--- config.mk ---
export PLATFORM = sky130hd
export DESIGN_NAME = mem_stage_wbuf_flat
export DESIGN_NICKNAME = d
export VERILOG_FILES = /design/src/rtl/mem_stage_wbuf_if.sv /design/src/rtl/mem_stage_wbuf.sv /design/src/flat_wrapper.sv
export SDC_FILE = /design/constraint.sdc
export NUM_CORES = 1
export LEC_CHECK = 0
export CORE_MARGIN = 2
export CORE_UTILIZATION = 31
export CTS_CLUSTER_DIAMETER = 80
export DETAILED_ROUTE_END_ITERATION = 10
export PLACE_DENSITY = 0.53
export SYNTH_ARGS = -nofsm -noshare
export SYNTH_HDL_FRONTEND = slang
export SYNTH_SLANG_ARGS = --single-unit
--- constraint.sdc ---
create_clock -name clk -period 10.1 [get_ports clk]
set_input_delay 1.515 -clock clk [delete_from_list [all_inputs] [get_ports clk]]
set_output_delay 1.515 -clock clk [all_outputs]
set_load 0.03 [all_outputs]
--- src/rtl/mem_stage_wbuf_if.sv ---
// rtl/mem_stage_wbuf_if.sv - single-port data memory bus between the MEM stage and the data cache
interface mem_stage_wbuf_if #(
  parameter int WIDTH = 16
) ();
  localparam int BE_W = WIDTH / 8;

  logic [WIDTH-1:0] mem_address;
  logic [WIDTH-1:0] mem_wdata;
  logic [BE_W-1:0]  mem_byte_enable;
  logic             data_request;
  logic             write_enable;
  logic [WIDTH-1:0] mem_rdata;
  logic             data_response;

  modport master (
    output mem_address, mem_wdata, mem_byte_enable, data_request, write_enable,
    input  mem_rdata, data_response
  );

  modport slave (
    input  mem_address, mem_wdata, mem_byte_enable, data_request, write_enable,
    output mem_rdata, data_response
  );
endinterface

--- src/rtl/mem_stage_wbuf.sv ---
// rtl/mem_stage_wbuf.sv - LC-3b MEM stage with posted write buffer (STORE_FWD_EN enables store-to-load forwarding)
module mem_stage_wbuf #(
  parameter int WIDTH = 16,
  parameter int DEPTH = 4
) (
  input  logic                     clk,
  input  logic                     rst_n,
  input  logic                     advance,
  input  logic [2:0]               op_kind,
  input  logic [WIDTH-1:0]         src_data,
  input  logic [WIDTH-1:0]         alu_data,
  input  logic [WIDTH-1:0]         trap_addr,
  mem_stage_wbuf_if.master         mem,
  output logic [WIDTH-1:0]         mem_output,
  output logic                     ready,
  output logic [$clog2(DEPTH):0]   wb_count,
  output logic                     wb_empty
);
  localparam int BE_W  = WIDTH / 8;
  localparam int LG_BE = $clog2(BE_W);
  localparam int LG_D  = $clog2(DEPTH);

  localparam logic [2:0] OP_NONE = 3'd0;
  localparam logic [2:0] OP_LDR  = 3'd1;
  localparam logic [2:0] OP_LDB  = 3'd2;
  localparam logic [2:0] OP_STR  = 3'd3;
  localparam logic [2:0] OP_STB  = 3'd4;
  localparam logic [2:0] OP_LDI  = 3'd5;
  localparam logic [2:0] OP_STI  = 3'd6;
  localparam logic [2:0] OP_TRAP = 3'd7;

  localparam logic [LG_D-1:0] PTR_ONE  = 1;
  localparam logic [LG_D:0]   CNT_ONE  = 1;
  localparam logic [LG_D:0]   CNT_FULL = (LG_D + 1)'(DEPTH);

  typedef enum logic       {S_FIRST, S_SECOND} stage_t;
  typedef enum logic [1:0] {P_IDLE, P_READ, P_WRITE} port_t;

  stage_t stage_q, stage_nx;
  port_t  port_q, port_nx;

  // pointer fetched by the first access of LDI/STI
  logic [WIDTH-1:0] ptr_q;
  // final read data held while the pipeline refuses to advance
  logic             rd_done_q;
  logic [WIDTH-1:0] hold_q;

  // registered request, stable for the whole transaction
  logic [WIDTH-1:0] req_addr_q;
  logic [WIDTH-1:0] req_wdata_q;
  logic [BE_W-1:0]  req_be_q;

  // posted write buffer
  logic [WIDTH-1:0] wb_addr [DEPTH];
  logic [WIDTH-1:0] wb_data [DEPTH];
  logic [BE_W-1:0]  wb_be   [DEPTH];
  logic [DEPTH-1:0] wb_vld_q;
  logic [LG_D-1:0]  rd_ptr_q, wr_ptr_q;
  logic [LG_D:0]    cnt_q;

  logic             rd_pend, rd_final;
  logic [WIDTH-1:0] rd_addr;
  logic             st_pend;
  logic [WIDTH-1:0] st_addr, st_data;
  logic [BE_W-1:0]  st_be;
  logic [LG_BE-1:0] st_lane, rd_lane;

  logic             hazard, fwd_hit;
  logic [WIDTH-1:0] fwd_data;
  logic             rd_hit, pop_now, push, full, ready_int, retire;
  logic [WIDTH-1:0] rd_word, rd_shift;

  // decode the op into the access the current stage state needs
  always_comb begin
    rd_pend  = 1'b0;
    rd_final = 1'b0;
    rd_addr  = alu_data;
    st_pend  = 1'b0;
    st_addr  = alu_data;
    st_data  = src_data;
    st_be    = '1;
    st_lane  = alu_data[LG_BE-1:0];
    case (op_kind)
      OP_LDR, OP_LDB: begin
        rd_pend  = 1'b1;
        rd_final = 1'b1;
      end
      OP_TRAP: begin
        rd_pend  = 1'b1;
        rd_final = 1'b1;
        rd_addr  = trap_addr;
      end
      OP_LDI: begin
        rd_pend  = 1'b1;
        rd_final = (stage_q == S_SECOND);
        rd_addr  = (stage_q == S_SECOND) ? ptr_q : alu_data;
      end
      OP_STI: begin
        if (stage_q == S_FIRST) begin
          rd_pend = 1'b1;
        end else begin
          st_pend = 1'b1;
          st_addr = ptr_q;
        end
      end
      OP_STR: st_pend = 1'b1;
      OP_STB: begin
        st_pend = 1'b1;
        st_data = WIDTH'(src_data[7:0]) << {st_lane, 3'b000};
        st_be   = BE_W'(1) << st_lane;
      end
      default: ;
    endcase
    rd_lane = rd_addr[LG_BE-1:0];
  end

  // word-address match of the pending read against buffered stores
  always_comb begin
    hazard   = 1'b0;
    fwd_hit  = 1'b0;
    fwd_data = '0;
    for (int i = 0; i < DEPTH; i++) begin
      if (wb_vld_q[i] && (wb_addr[i][WIDTH-1:LG_BE] == rd_addr[WIDTH-1:LG_BE])) begin
        hazard = 1'b1;
      end
    end
`ifdef STORE_FWD_EN
    begin : fwd_search
      logic            found;
      logic [LG_D-1:0] idx, yidx;
      found = 1'b0;
      yidx  = rd_ptr_q;
      // walk oldest to youngest so the last match is the youngest
      for (int k = 0; k < DEPTH; k++) begin
        idx = rd_ptr_q + LG_D'(k);
        if (wb_vld_q[idx] && (wb_addr[idx][WIDTH-1:LG_BE] == rd_addr[WIDTH-1:LG_BE])) begin
          found = 1'b1;
          yidx  = idx;
        end
      end
      if (found && (wb_be[yidx] == '1) && rd_pend && !rd_done_q && (port_q != P_READ)) begin
        fwd_hit  = 1'b1;
        fwd_data = wb_data[yidx];
      end
    end
`endif
  end

  assign pop_now = (port_q == P_WRITE) && mem.data_response;
  assign rd_hit  = ((port_q == P_READ) && mem.data_response) || fwd_hit;
  assign full    = (cnt_q == CNT_FULL);
  assign rd_word = rd_done_q ? hold_q : (fwd_hit ? fwd_data : mem.mem_rdata);
  assign rd_shift = rd_word >> {rd_lane, 3'b000};
  assign retire  = ready_int && advance;
  assign push    = st_pend && retire;

  // completion of the current op and the writeback value
  always_comb begin
    ready_int = 1'b0;
    if (op_kind == OP_NONE) begin
      ready_int = 1'b1;
    end else if (st_pend) begin
      ready_int = !full || pop_now;
    end else if (rd_pend) begin
      ready_int = rd_final && (rd_done_q || rd_hit);
    end
    ready      = rst_n && ready_int;
    mem_output = '0;
    if (rst_n && rd_pend && rd_final) begin
      mem_output = (op_kind == OP_LDB) ? {{(WIDTH-8){1'b0}}, rd_shift[7:0]} : rd_word;
    end
  end

  // stage state register
  always_ff @(posedge clk) begin
    if (!rst_n) stage_q <= S_FIRST;
    else        stage_q <= stage_nx;
  end

  // stage next state: pointer fetched moves to the second access, retire restarts
  always_comb begin
    stage_nx = stage_q;
    if (retire) begin
      stage_nx = S_FIRST;
    end else if ((stage_q == S_FIRST) && ((op_kind == OP_LDI) || (op_kind == OP_STI)) && rd_hit) begin
      stage_nx = S_SECOND;
    end
  end

  // port state register
  always_ff @(posedge clk) begin
    if (!rst_n) port_q <= P_IDLE;
    else        port_q <= port_nx;
  end

  // port next state: reads win unless blocked by a buffered store to the same word
  always_comb begin
    port_nx = port_q;
    case (port_q)
      P_IDLE: begin
        if (rd_pend && !rd_done_q && !hazard && !fwd_hit) port_nx = P_READ;
        else if (cnt_q != '0)                              port_nx = P_WRITE;
      end
      P_READ, P_WRITE: begin
        if (mem.data_response) port_nx = P_IDLE;
      end
      default: port_nx = P_IDLE;
    endcase
  end

  // port outputs driven from the registered request
  always_comb begin
    mem.data_request    = rst_n && (port_q != P_IDLE);
    mem.write_enable    = rst_n && (port_q == P_WRITE);
    mem.mem_address     = req_addr_q;
    mem.mem_wdata       = req_wdata_q;
    mem.mem_byte_enable = req_be_q;
  end

  // latch the request when leaving idle
  always_ff @(posedge clk) begin
    if (!rst_n) begin
      req_addr_q  <= '0;
      req_wdata_q <= '0;
      req_be_q    <= '1;
    end else if (port_q == P_IDLE) begin
      if (port_nx == P_READ) begin
        req_addr_q  <= rd_addr;
        req_wdata_q <= '0;
        req_be_q    <= '1;
      end else if (port_nx == P_WRITE) begin
        req_addr_q  <= wb_addr[rd_ptr_q];
        req_wdata_q <= wb_data[rd_ptr_q];
        req_be_q    <= wb_be[rd_ptr_q];
      end
    end
  end

  // pointer capture and held final read data
  always_ff @(posedge clk) begin
    if (!rst_n) begin
      ptr_q     <= '0;
      rd_done_q <= 1'b0;
      hold_q    <= '0;
    end else begin
      if (retire) begin
        rd_done_q <= 1'b0;
      end else if (rd_hit && rd_pend && rd_final) begin
        rd_done_q <= 1'b1;
        hold_q    <= rd_word;
      end
      if (rd_hit && rd_pend && !rd_final && (stage_q == S_FIRST)) begin
        ptr_q <= rd_word;
      end
    end
  end

  // write buffer: pop clears before push so a full-buffer swap keeps the slot valid
  always_ff @(posedge clk) begin
    if (!rst_n) begin
      rd_ptr_q <= '0;
      wr_ptr_q <= '0;
      cnt_q    <= '0;
      wb_vld_q <= '0;
    end else begin
      if (pop_now) begin
        wb_vld_q[rd_ptr_q] <= 1'b0;
        rd_ptr_q           <= rd_ptr_q + PTR_ONE;
      end
      if (push) begin
        wb_vld_q[wr_ptr_q] <= 1'b1;
        wr_ptr_q           <= wr_ptr_q + PTR_ONE;
      end
      if (push && !pop_now)      cnt_q <= cnt_q + CNT_ONE;
      else if (pop_now && !push) cnt_q <= cnt_q - CNT_ONE;
    end
  end

  // write buffer payload
  always_ff @(posedge clk) begin
    if (push) begin
      wb_addr[wr_ptr_q] <= st_addr;
      wb_data[wr_ptr_q] <= st_data;
      wb_be[wr_ptr_q]   <= st_be;
    end
  end

  assign wb_count = cnt_q;
  assign wb_empty = !rst_n || (cnt_q == '0);
endmodule
--- src/flat_wrapper.sv ---
// flat-port wrapper written by rule: the top's interface ports become plain ports
module mem_stage_wbuf_flat 
#(
  parameter int WIDTH = 16,
  parameter int DEPTH = 4
)
  (clk, rst_n, advance, op_kind, src_data, alu_data, trap_addr, mem_output, ready, wb_count, wb_empty, mem_mem_address, mem_mem_wdata, mem_mem_byte_enable, mem_data_request, mem_write_enable, mem_mem_rdata, mem_data_response);
  mem_stage_wbuf_if #(.WIDTH(WIDTH)) mem_i ();
  input  logic clk;
  input  logic rst_n;
  input  logic advance;
  input  logic [2:0] op_kind;
  input  logic [WIDTH-1:0] src_data;
  input  logic [WIDTH-1:0] alu_data;
  input  logic [WIDTH-1:0] trap_addr;
  output logic [WIDTH-1:0] mem_output;
  output logic ready;
  output logic [$clog2(DEPTH):0] wb_count;
  output logic wb_empty;
  output wire logic [$bits(mem_i.mem_address)-1:0] mem_mem_address;
  output wire logic [$bits(mem_i.mem_wdata)-1:0] mem_mem_wdata;
  output wire logic [$bits(mem_i.mem_byte_enable)-1:0] mem_mem_byte_enable;
  output wire logic [$bits(mem_i.data_request)-1:0] mem_data_request;
  output wire logic [$bits(mem_i.write_enable)-1:0] mem_write_enable;
  input wire logic [$bits(mem_i.mem_rdata)-1:0] mem_mem_rdata;
  input wire logic [$bits(mem_i.data_response)-1:0] mem_data_response;
  assign mem_mem_address = mem_i.mem_address;
  assign mem_mem_wdata = mem_i.mem_wdata;
  assign mem_mem_byte_enable = mem_i.mem_byte_enable;
  assign mem_data_request = mem_i.data_request;
  assign mem_write_enable = mem_i.write_enable;
  assign mem_i.mem_rdata = mem_mem_rdata;
  assign mem_i.data_response = mem_data_response;
  mem_stage_wbuf #(.WIDTH(WIDTH), .DEPTH(DEPTH)) u_core (.clk(clk), .rst_n(rst_n), .advance(advance), .op_kind(op_kind), .src_data(src_data), .alu_data(alu_data), .trap_addr(trap_addr), .mem(mem_i), .mem_output(mem_output), .ready(ready), .wb_count(wb_count), .wb_empty(wb_empty));
endmodule
======== Yosys cells after proc, flatten, opt, wreduce, memory -nomap -nowiden ========
Memory sizes are Yosys's and may differ from the RTL's. A register that Yosys moved wholly into a read port is not among the register bits.
Index checks and enable logic that the tools add are counted.
cells by class
  add/subtract/negate cells ............... 4
  $lt $le $gt $ge ......................... 4
  equal/unequal tests ..................... 16
  shift-type cells ........................ 3
  mux-type cells .......................... 47
  bitwise gates (word level) .............. 6
  reduce and logical (&&, ||, !) cells .... 51
operators with widths
  operator                                                                             count
  16-bit two-way mux                                                                   10
  15-bit equality test                                                                 4
  16-bit one-hot mux with 2 select lines                                               1
  1-bit logical AND                                                                    26
  2-bit two-way mux                                                                    12
  8-bit by 4-bit << shifter with 16-bit output                                         1
  16-bit by 4-bit >> shifter with 8-bit output                                         1
  3-bit equality test, second input constant                                           5
  1-bit two-way mux                                                                    13
  4-bit two-way mux                                                                    3
  1-bit logical NOT                                                                    7
  3-bit by 2-bit equality test with 1-bit output, second input constant                2
  3-bit logical NOT                                                                    2
  2-bit by 3-bit less-than comparator with 1-bit output, second input constant         2
  3-bit two-way mux                                                                    2
  1-bit one-hot mux with 2 select lines                                                3
  2-bit nonzero test                                                                   3
  2-bit OR reduction                                                                   3
  2-bit by 1-bit adder with 2-bit output, second input constant                        2
  4-bit bitwise AND                                                                    1
  1-bit demux with 2-bit select                                                        2
  2-bit by 1-bit equality test with 1-bit output, second input constant                2
  2-bit equality test, second input constant                                           2
  2-bit by 1-bit greater-or-equal comparator with 1-bit output, second input constant  2
  other kinds (14)                                                                     20
word-level totals
  bits in registers ....................... 81
  bits in writable memories ............... 136
  bits of input ports ..................... 71
  output and inout bits ................... 57
  memories ................................ 3
memories
  memory          depth  bits a word  read ports  clocked after memory_dff  wr ports  line                  text
  u_core.wb_addr  4      16           5           1                         1         mem_stage_wbuf.sv:54  logic [WIDTH-1:0] wb_addr [DEPTH];
  u_core.wb_data  4      16           1           1                         1         mem_stage_wbuf.sv:55  logic [WIDTH-1:0] wb_data [DEPTH];
  u_core.wb_be    4      2            1           1                         1         mem_stage_wbuf.sv:56  logic [BE_W-1:0] wb_be [DEPTH];

======== Depth between registers and ports, before layout ========
Gate-level depths: netlist of run 1.
  depth after elaboration ................. 15
  gate-level depth with buffers ........... 19
  mapped depth without buffers ............ 16

======== Worst setup path before layout of run 1 ========
Ideal clock, no wire load.
  path kind ............................... input to register
  start ................................... input port op_kind[2]
  end ..................................... register u_core.req_wdata_q[10] (netlist: u_core.mem.mem_wdata[10])
  arrival ................................. 5.220 ns
  data required time ...................... 10.035 ns
  setup slack ............................. 4.814 ns
  stages on the path ...................... 17
  path buffers ............................ 3
  cells stage by stage .................... buf_6 > and4b_1 > or2_1 > a22o_1 > or4_1 > or4_1 > nor4b_2 > nor3_1 > a221oi_2 > o21bai_1 > ha_1 > nand2b_1 > buf_1 > nor2_1 > clkbuf_1 > a22oi_1 > nor2b_1
on the way
  longest elaborated chain between the ends .. 15
  elaborated cells on any way between the ends .. 30
  those cells by class .................... eq/ne (11); mux (9); reduce/logical (10)
RTL lines
  item                                                                                          line                                          text
  start, declared                                                                               flat_wrapper.sv:12                            input logic [2:0] op_kind;
  3-bit equality test                                                                           mem_stage_wbuf.sv:83                          case (op_kind)
  16-bit one-hot mux with 2 select lines                                                        mem_stage_wbuf.sv:83
  15-bit equality test                                                                          mem_stage_wbuf.sv:123                         if (wb_vld_q[i] && (wb_addr[i][WIDTH-1:LG_BE] == rd_addr[WIDTH-1:LG_BE])) begin
  1-bit logical AND                                                                             mem_stage_wbuf.sv:123
  1-bit two-way mux (4 in series)                                                               mem_stage_wbuf.sv:123
  1-bit logical NOT                                                                             mem_stage_wbuf.sv:201                         if (rd_pend && !rd_done_q && !hazard && !fwd_hit) port_nx = P_READ;
  1-bit logical AND (*)                                                                         mem_stage_wbuf.sv:201
  2-bit two-way mux (*)                                                                         mem_stage_wbuf.sv:201
  2-bit one-hot mux with 2 select lines (*)                                                     mem_stage_wbuf.sv:199                         case (port_q)
  2-bit equality test / 2-bit by 1-bit equality test with 1-bit output (equally long branches)  mem_stage_wbuf.sv:231, mem_stage_wbuf.sv:227
  2-bit nonzero test (no line)                                                                  n/a
  2-bit AND reduction (no line)                                                                 n/a
  end signal, assigned                                                                          mem_stage_wbuf.sv:233                         req_wdata_q <= wb_data[rd_ptr_q];
  end, declared                                                                                 mem_stage_wbuf.sv:50                          logic [WIDTH-1:0] req_wdata_q;
Every way passes the cells marked *; elsewhere a longest branch is shown, timed or not.
A chain may end at the register's enable or synchronous reset.

======== Worst setup path in the final report of run 1 ========
  start ................................... input port op_kind[2]
  end ..................................... register u_core.req_wdata_q[13] (netlist: u_core.mem.mem_wdata[13])
The elaborated chain is that of the path after synthesis.

==> impl_metrics.py, run 1 <==
metrics = {
    "grt": {
        "grt_pass1_vias": 8529,
        "overflow": 0,
        "antenna_found_initial": 0,
        "grt_max_degree": 86,
        "grt_pass1_wl_um": 56600,
        "grtUsageTotal_pct": 19.7,
    },
    "synth": {
        "synth-simple-area-share_pct": 16.0,
        "synth-edff-count": 136,
        "synthAdderAreaFrac_pct": 1.75,
        "synthFlopType": "edfxtp_1",
        "synthMuxAreaShare_pct": 13.3,
        "synth_most_common_cell": "edfxtp_1",
        "synth_top_area_share_pct": 36.7,
        "synth_largest_area_cell": "edfxtp_1",
        "avgSynthCellArea_um2": 12.1,
        "synthTopCellsByCount": "136 x edfxtp_1, 83 x dfxtp_1, 59 x nand2_1, 53 x a22oi_1, 52 x nor2b_1",
        "synth_top_family_by_area": "simple AND/OR/NAND/NOR gates",
        "async_flop_share_pct": 0,
        "synthCells": 920,
        "syn_nets": 1006,
        "synth_area_leaders": "edfxtp_1 37%, dfxtp_1 15%, mux4_2 8.5%",
        "synth.distinct_cells": 65,
        "synth_compound_area_share_pct": 13.6,
        "ys_warn_count": 0,
        "synth_xor_area_share_pct": 0.708,
        "netlist_area_mm2": 0.0111,
        "ys_seq_area_share_pct": 51.6,
        "synth-seq-cells": 219,
    },
    "finish": {
        "layout.nets": 1119,
        "num-fill-cells": 3411,
        "syn_to_final_growth_pct": 23.7,
        "antenna_cells": 0,
        "regArea_mm2": 0.00575,
        "drive_gt1_share_pct": 15.7,
        "multi_input_area_mm2": 0.00505,
    },
    "critical_path": {
        "cp_max_fo": 21,
        "worstPathRequired_ns": 10.51,
        "cp.arrival_ns": 7.44,
        "critPathKind": "in -> reg",
        "critPathCaptureType": "register",
        "start_kind": "primary input",
    },
    "timing": {
        "period_needed_ns": 7.04,
        "drv_slew": 0,
        "hold_slack_ns": 0.498,
        "tns_ns": 0,
        "fmax_mhz": 142,
        "rsz0062_at_grt": "no",
        "setup_viol_count_final": 0,
        "fin_crit_sh_pct": 69.7,
        "relSlewSlack_pct": 20.4,
        "clock_skew_ns": 0.0135,
        "hold_violations": 0,
        "max_slew.worst_pin.slew_ns": 1.18,
    },
    "floorplan": {
        "start_util_pct": 31.4,
        "die-area_mm2": 0.0374,
        "fp.dieW_um": 193,
        "ios": 128,
        "core_mm2": 0.0355,
        "num_rows": 69,
        "die_h_um": 193,
    },
    "power": {
        "vdd_drop_max_mv": 0.113,
        "powerDensity_mw_per_mm2": 182,
        "leakage_nw": 4.81,
    },
    "route": {
        "wl_um": 37800,
        "drc": 0,
        "drt-vias-per-instance": 5.53,
        "firstDrtPassIters": 8,
        "dr.first_iter.drc_count": 788,
        "final_antenna_net_count": 0,
        "num_vias": 8378,
        "wl_per_cell_um": 25.0,
    },
    "clock_network": {
        "cts_setup_buffers": 0,
        "ctsResizeCount": 0,
        "cts_tree": "done",
        "insertion_delay_ns": 0.53,
        "clock_path_buffers": 3,
        "cts_made_buffers": 26,
        "htreeDepth": 1,
        "cts.sinks": 219,
        "path_clk_slew_ns": 0.06,
        "ctsHoldBuffers": 0,
        "cts-root-buf": "clkbuf_16",
    },
    "outcome": {
        "status": "complete, no violations",
    },
    "placed_design": {
        "hpwl_um": 27100,
        "io_buffers": 127,
        "place_congestion": 0.981,
    },
    "run": {
        "cap_violations": 0,
    },
    "hold_path": {
        "min_path_type": "reg -> reg",
    },
}
critical path, cell delays in order:
cell and delay (ns):
clkdlybuf4s50_1 0.80, buf_4 0.42, and2_4 0.22, o21ai_0 0.92, nor3_1 0.07, or4_1 0.60
or4_1 0.59, nor4_2 0.15, nor3_1 0.13, a221oi_2 0.30, o21bai_1 0.10, ha_1 0.31
nand2b_1 0.47, buf_4 0.35, nor2_1 0.07, buf_4 0.20, a22oi_1 0.16, nor2b_1 0.06
cells in the final DEF (no fill, tap or decap), types with 7 or more instances in the layout:
master	netlist	routed
a22oi_1	53	53
nor3b_1	11	11
buf_4	3	17
nand3_1	7	7
o21ai_1	7	7
a21boi_0	8	8
xnor2_1	7	7
nand2_1	59	59
o211a_1	21	21
nand4_1	12	12
inv_1	16	16
nor2b_1	52	52
edfxtp_1	136	136
nor2_1	44	42
mux2_2	16	16
a21oi_1	16	16
nor3_1	20	20
or2_2	24	24
o22ai_1	10	10
o21ai_0	24	24
ha_1	14	14
mux2i_1	35	35
and2_1	13	13
mux4_2	42	42
a211oi_1	11	11
a21oi_2	7	7
clkbuf_16	0	27
nand4b_1	23	23
dfxtp_1	83	82
clkdlybuf4s50_1	0	124
or4_1	9	9
per-layer routing:
metal  GRT usage (%)  routed length, um  vias to the layer above
li1                -                  -                     3811
met1            27.8              17100                     4168
met2            31.7              17500                      318
met3            2.60               2100                       81
met4            5.94               1200                        0
met5               0                  0                        -
layout make-up:
class / instances / share of cell area, %
Inverter: 16 / 0.436
Tap cell: 461 / 4.19
Multi-Input combinational cell: 626 / 36.7
Clock buffer: 32 / 5.19
Timing Repair Buffer: 144 / 10.0
Clock inverter: 16 / 1.74
Sequential cell: 219 / 41.7
final timing paths:
path                                                 start                          to  slack, ns  depth (start not counted)
worst max register to register              u_core.stage_q    u_core.mem.mem_wdata[13]       4.72                         17
worst max-delay path                            op_kind[2]    u_core.mem.mem_wdata[13]       3.06                         18
worst min register to register  u_core.mem.mem_address[10]  u_core.mem.mem_address[10]       0.50                          2
worst min-delay path            u_core.mem.mem_address[10]  u_core.mem.mem_address[10]       0.50                          2
state kept, by name, indices dropped and copies added, names as in the netlist, 3 cells and up, named ones only:
| signal | flops |
|---|---|
| u_core.hold_q | 16 |
| u_core.mem.mem_address | 16 |
| u_core.mem.mem_wdata | 16 |
| u_core.ptr_q | 16 |
| u_core.wb_addr | 64 |
| u_core.wb_be | 8 |
| u_core.wb_count | 3 |
| u_core.wb_data | 64 |
| u_core.wb_vld_q | 4 |
logic make-up (layout without fill, tap and decap cells):
| logic type | Yosys count | after routing |
|---|---|---|
| buffers and inverters | 75 | 208 |
| flip-flops | 219 | 219 |
| AND/OR/NAND/NOR | 307 | 307 |
| AO/OA/AOI/OAI | 202 | 202 |
| multiplexers | 93 | 93 |
| XOR/XNOR | 9 | 9 |
| adder cells (fa/ha/maj) | 15 | 15 |
power breakdown:
group          total (mW)  switching (mW)  internal [mW]
registers            1.02          0.0289          0.989
logic               0.453           0.273          0.179
clock network        1.03           0.375          0.655
stage by stage:
stage          instance area, um^2  setup WS (ns)  std cells  power, mW  util, %
3_3_place_gp                 12800           2.58       1466       1.49     36.1
6_report                     13800           3.06       1514       2.50     38.8
2_1_floorplan                11100           4.81        920       1.30        -
5_1_grt                      13800           2.70       1514       2.60     38.8
4_1_cts                      13800           3.29       1514       2.53     38.8
3_5_place_dp                 12800           2.75       1466       1.49     36.1
Power figures use the tool's default switching activity.
==> run 2, diff against run 1 <==
- clock period: 10.1 -> 6.9 ns (I/O delays scaled with it)
==> run 2 against run 1 <==
Net effect:
- utilization fell by 0.060 points
- worst hold slack barely moved
- sequential power increased by 46%
- largest power group is now sequential cells
- final cell count rose by 0.86%
- sequential share of layout area is 0.065 points higher
==> impl_metrics.py, run 2 (synthesized netlist as in run 1, its figures left out) <==
metrics = {
    "clock_network": {
        "clock_path_buffers": 3,
        "htreeDepth": 1,
        "cts-root-buf": "clkbuf_16",
        "ctsHoldBuffers": 0,
        "cts_setup_buffers": 0,
        "path_clk_slew_ns": 0.06,
        "cts.sinks": 219,
        "cts_made_buffers": 27,
        "insertion_delay_ns": 0.55,
        "ctsResizeCount": 0,
        "cts_tree": "done",
    },
    "route": {
        "dr.first_iter.drc_count": 810,
        "wl_met2_um": 16800,
        "firstDrtPassIters": 6,
        "top_layer_used": "met4",
        "final_antenna_net_count": 0,
        "met1_length_um": 16300,
        "wl_um": 36700,
        "route.met3.wl_um": 2220,
        "drc": 0,
        "wl_per_cell_um": 24.0,
        "drt-vias-per-instance": 5.56,
        "num_vias": 8489,
    },
    "critical_path": {
        "start_kind": "primary input",
        "cp.arrival_ns": 6.12,
        "critPathKind": "in -> reg",
        "cp_max_fo": 27,
        "worstPathRequired_ns": 7.33,
        "critPathCaptureType": "register",
    },
    "floorplan": {
        "core_mm2": 0.0355,
        "num_rows": 69,
        "start_util_pct": 31.4,
        "fp.dieW_um": 193,
        "die-area_mm2": 0.0374,
        "die_h_um": 193,
        "ios": 128,
    },
    "timing": {
        "relSlewSlack_pct": 26.2,
        "hold_violations": 0,
        "tns_ns": 0,
        "fin_crit_sh_pct": 82.4,
        "setup_viol_count_final": 0,
        "max_slew.worst_pin.slew_ns": 1.10,
        "fmax_mhz": 176,
        "clock_skew_ns": 0.0125,
        "period_needed_ns": 5.68,
        "drv_slew": 0,
        "hold_slack_ns": 0.498,
        "rsz0062_at_grt": "no",
    },
    "finish": {
        "reg.largest.list": "u_core.wb_addr x64, u_core.wb_data x64",
        "instances_no_fill": 1527,
        "final_util_pct": 38.7,
        "syn_to_final_growth_pct": 23.6,
        "antenna_cells": 0,
        "layout.nets": 1131,
        "layout_common_cells": "136 x edfxtp_1, 124 x clkdlybuf4s50_1, 82 x dfxtp_1",
        "num-fill-cells": 3396,
        "drive_gt1_share_pct": 16.4,
        "final_common_cell": "edfxtp_1",
    },
    "power": {
        "power.net_switching_mw": 1.00,
        "vdd_drop_max_mv": 0.171,
        "leakage_nw": 4.82,
        "power_frac_clock_pct": 38.2,
        "powerDensity_mw_per_mm2": 254,
        "comb_power_share_pct": 19.1,
        "intPower_mw": 2.49,
        "netSwitchingFraction_pct": 28.7,
        "seqPwrFrac_pct": 42.7,
        "p_total_mw": 3.49,
    },
    "grt": {
        "antenna_found_initial": 0,
        "grt_pass1_wl_um": 55000,
        "grt_max_degree": 85,
        "grt_pass1_vias": 8447,
        "grtUsageTotal_pct": 19.1,
        "overflow": 0,
    },
    "hold_path": {
        "min_path_type": "reg -> reg",
    },
    "placed_design": {
        "place_congestion": 0.932,
        "hpwl_um": 25700,
        "io_buffers": 127,
        "dp_cells": 1477,
    },
    "outcome": {
        "status": "complete, no violations",
    },
    "run": {
        "cap_violations": 0,
    },
}
## run 2: metrics by stage
step / setup slack (ns) / instance area [um^2]
3_5_place_dp: 0.777 / 12900
5_1_grt: 0.923 / 13700
2_1_floorplan: 2.09 / 11100
6_report: 1.22 / 13700
3_3_place_gp: 0.802 / 12900
4_1_cts: 1.35 / 13700
## run 2: power groups by stage
stage / clock (mW) / combinational (mW) / sequential (mW)
floorplan: 0 / 0.320 / 1.58
global placement: 0 / 0.664 / 1.52
detailed placement: 0 / 0.665 / 1.52
CTS: 1.37 / 0.667 / 1.49
global route: 1.42 / 0.715 / 1.50
finish: 1.33 / 0.665 / 1.49
## run 2: critical path, stage by stage
cell	delay, ns
clkdlybuf4s50_1	0.86
and2_4	0.43
o21ai_1	0.70
nor3_1	0.11
or4_1	0.51
or4_1	0.56
nor4b_2	0.25
nor3_1	0.14
a221oi_2	0.29
o21bai_1	0.10
ha_1	0.22
inv_1	0.13
buf_4	0.31
nor3_1	0.10
a211oi_1	0.26
nor3b_1	0.08
## run 2: layer usage
layer | vias up | GRT usage [%]
li1 | 3817 | -
met1 | 4236 | 26.5
met2 | 351 | 30.5
met3 | 85 | 2.88
met4 | 0 | 6.81
met5 | - | 0
## run 2: final timing paths
kind	startpoint	endpoint	slack (ns)	depth (start not counted)
setup / recovery	op_kind[2]	u_core.mem.mem_address[8]	1.22	16
hold / removal	u_core.mem.mem_address[5]	u_core.mem.mem_address[5]	0.50	2
hold reg to reg	u_core.mem.mem_address[5]	u_core.mem.mem_address[5]	0.50	2
setup reg to reg	u_core.stage_q	u_core.mem.mem_address[8]	2.34	17
## run 2: layout make-up
class	instances	area, um^2	area share (%)
inverter	16	60.1	0.437
timing repair buffer	155	1470	10.7
clock inverter	13	96.3	0.701
tap	461	577	4.20
multi-input combinational	626	5050	36.7
clock buffer	37	754	5.49
sequential	219	5750	41.8
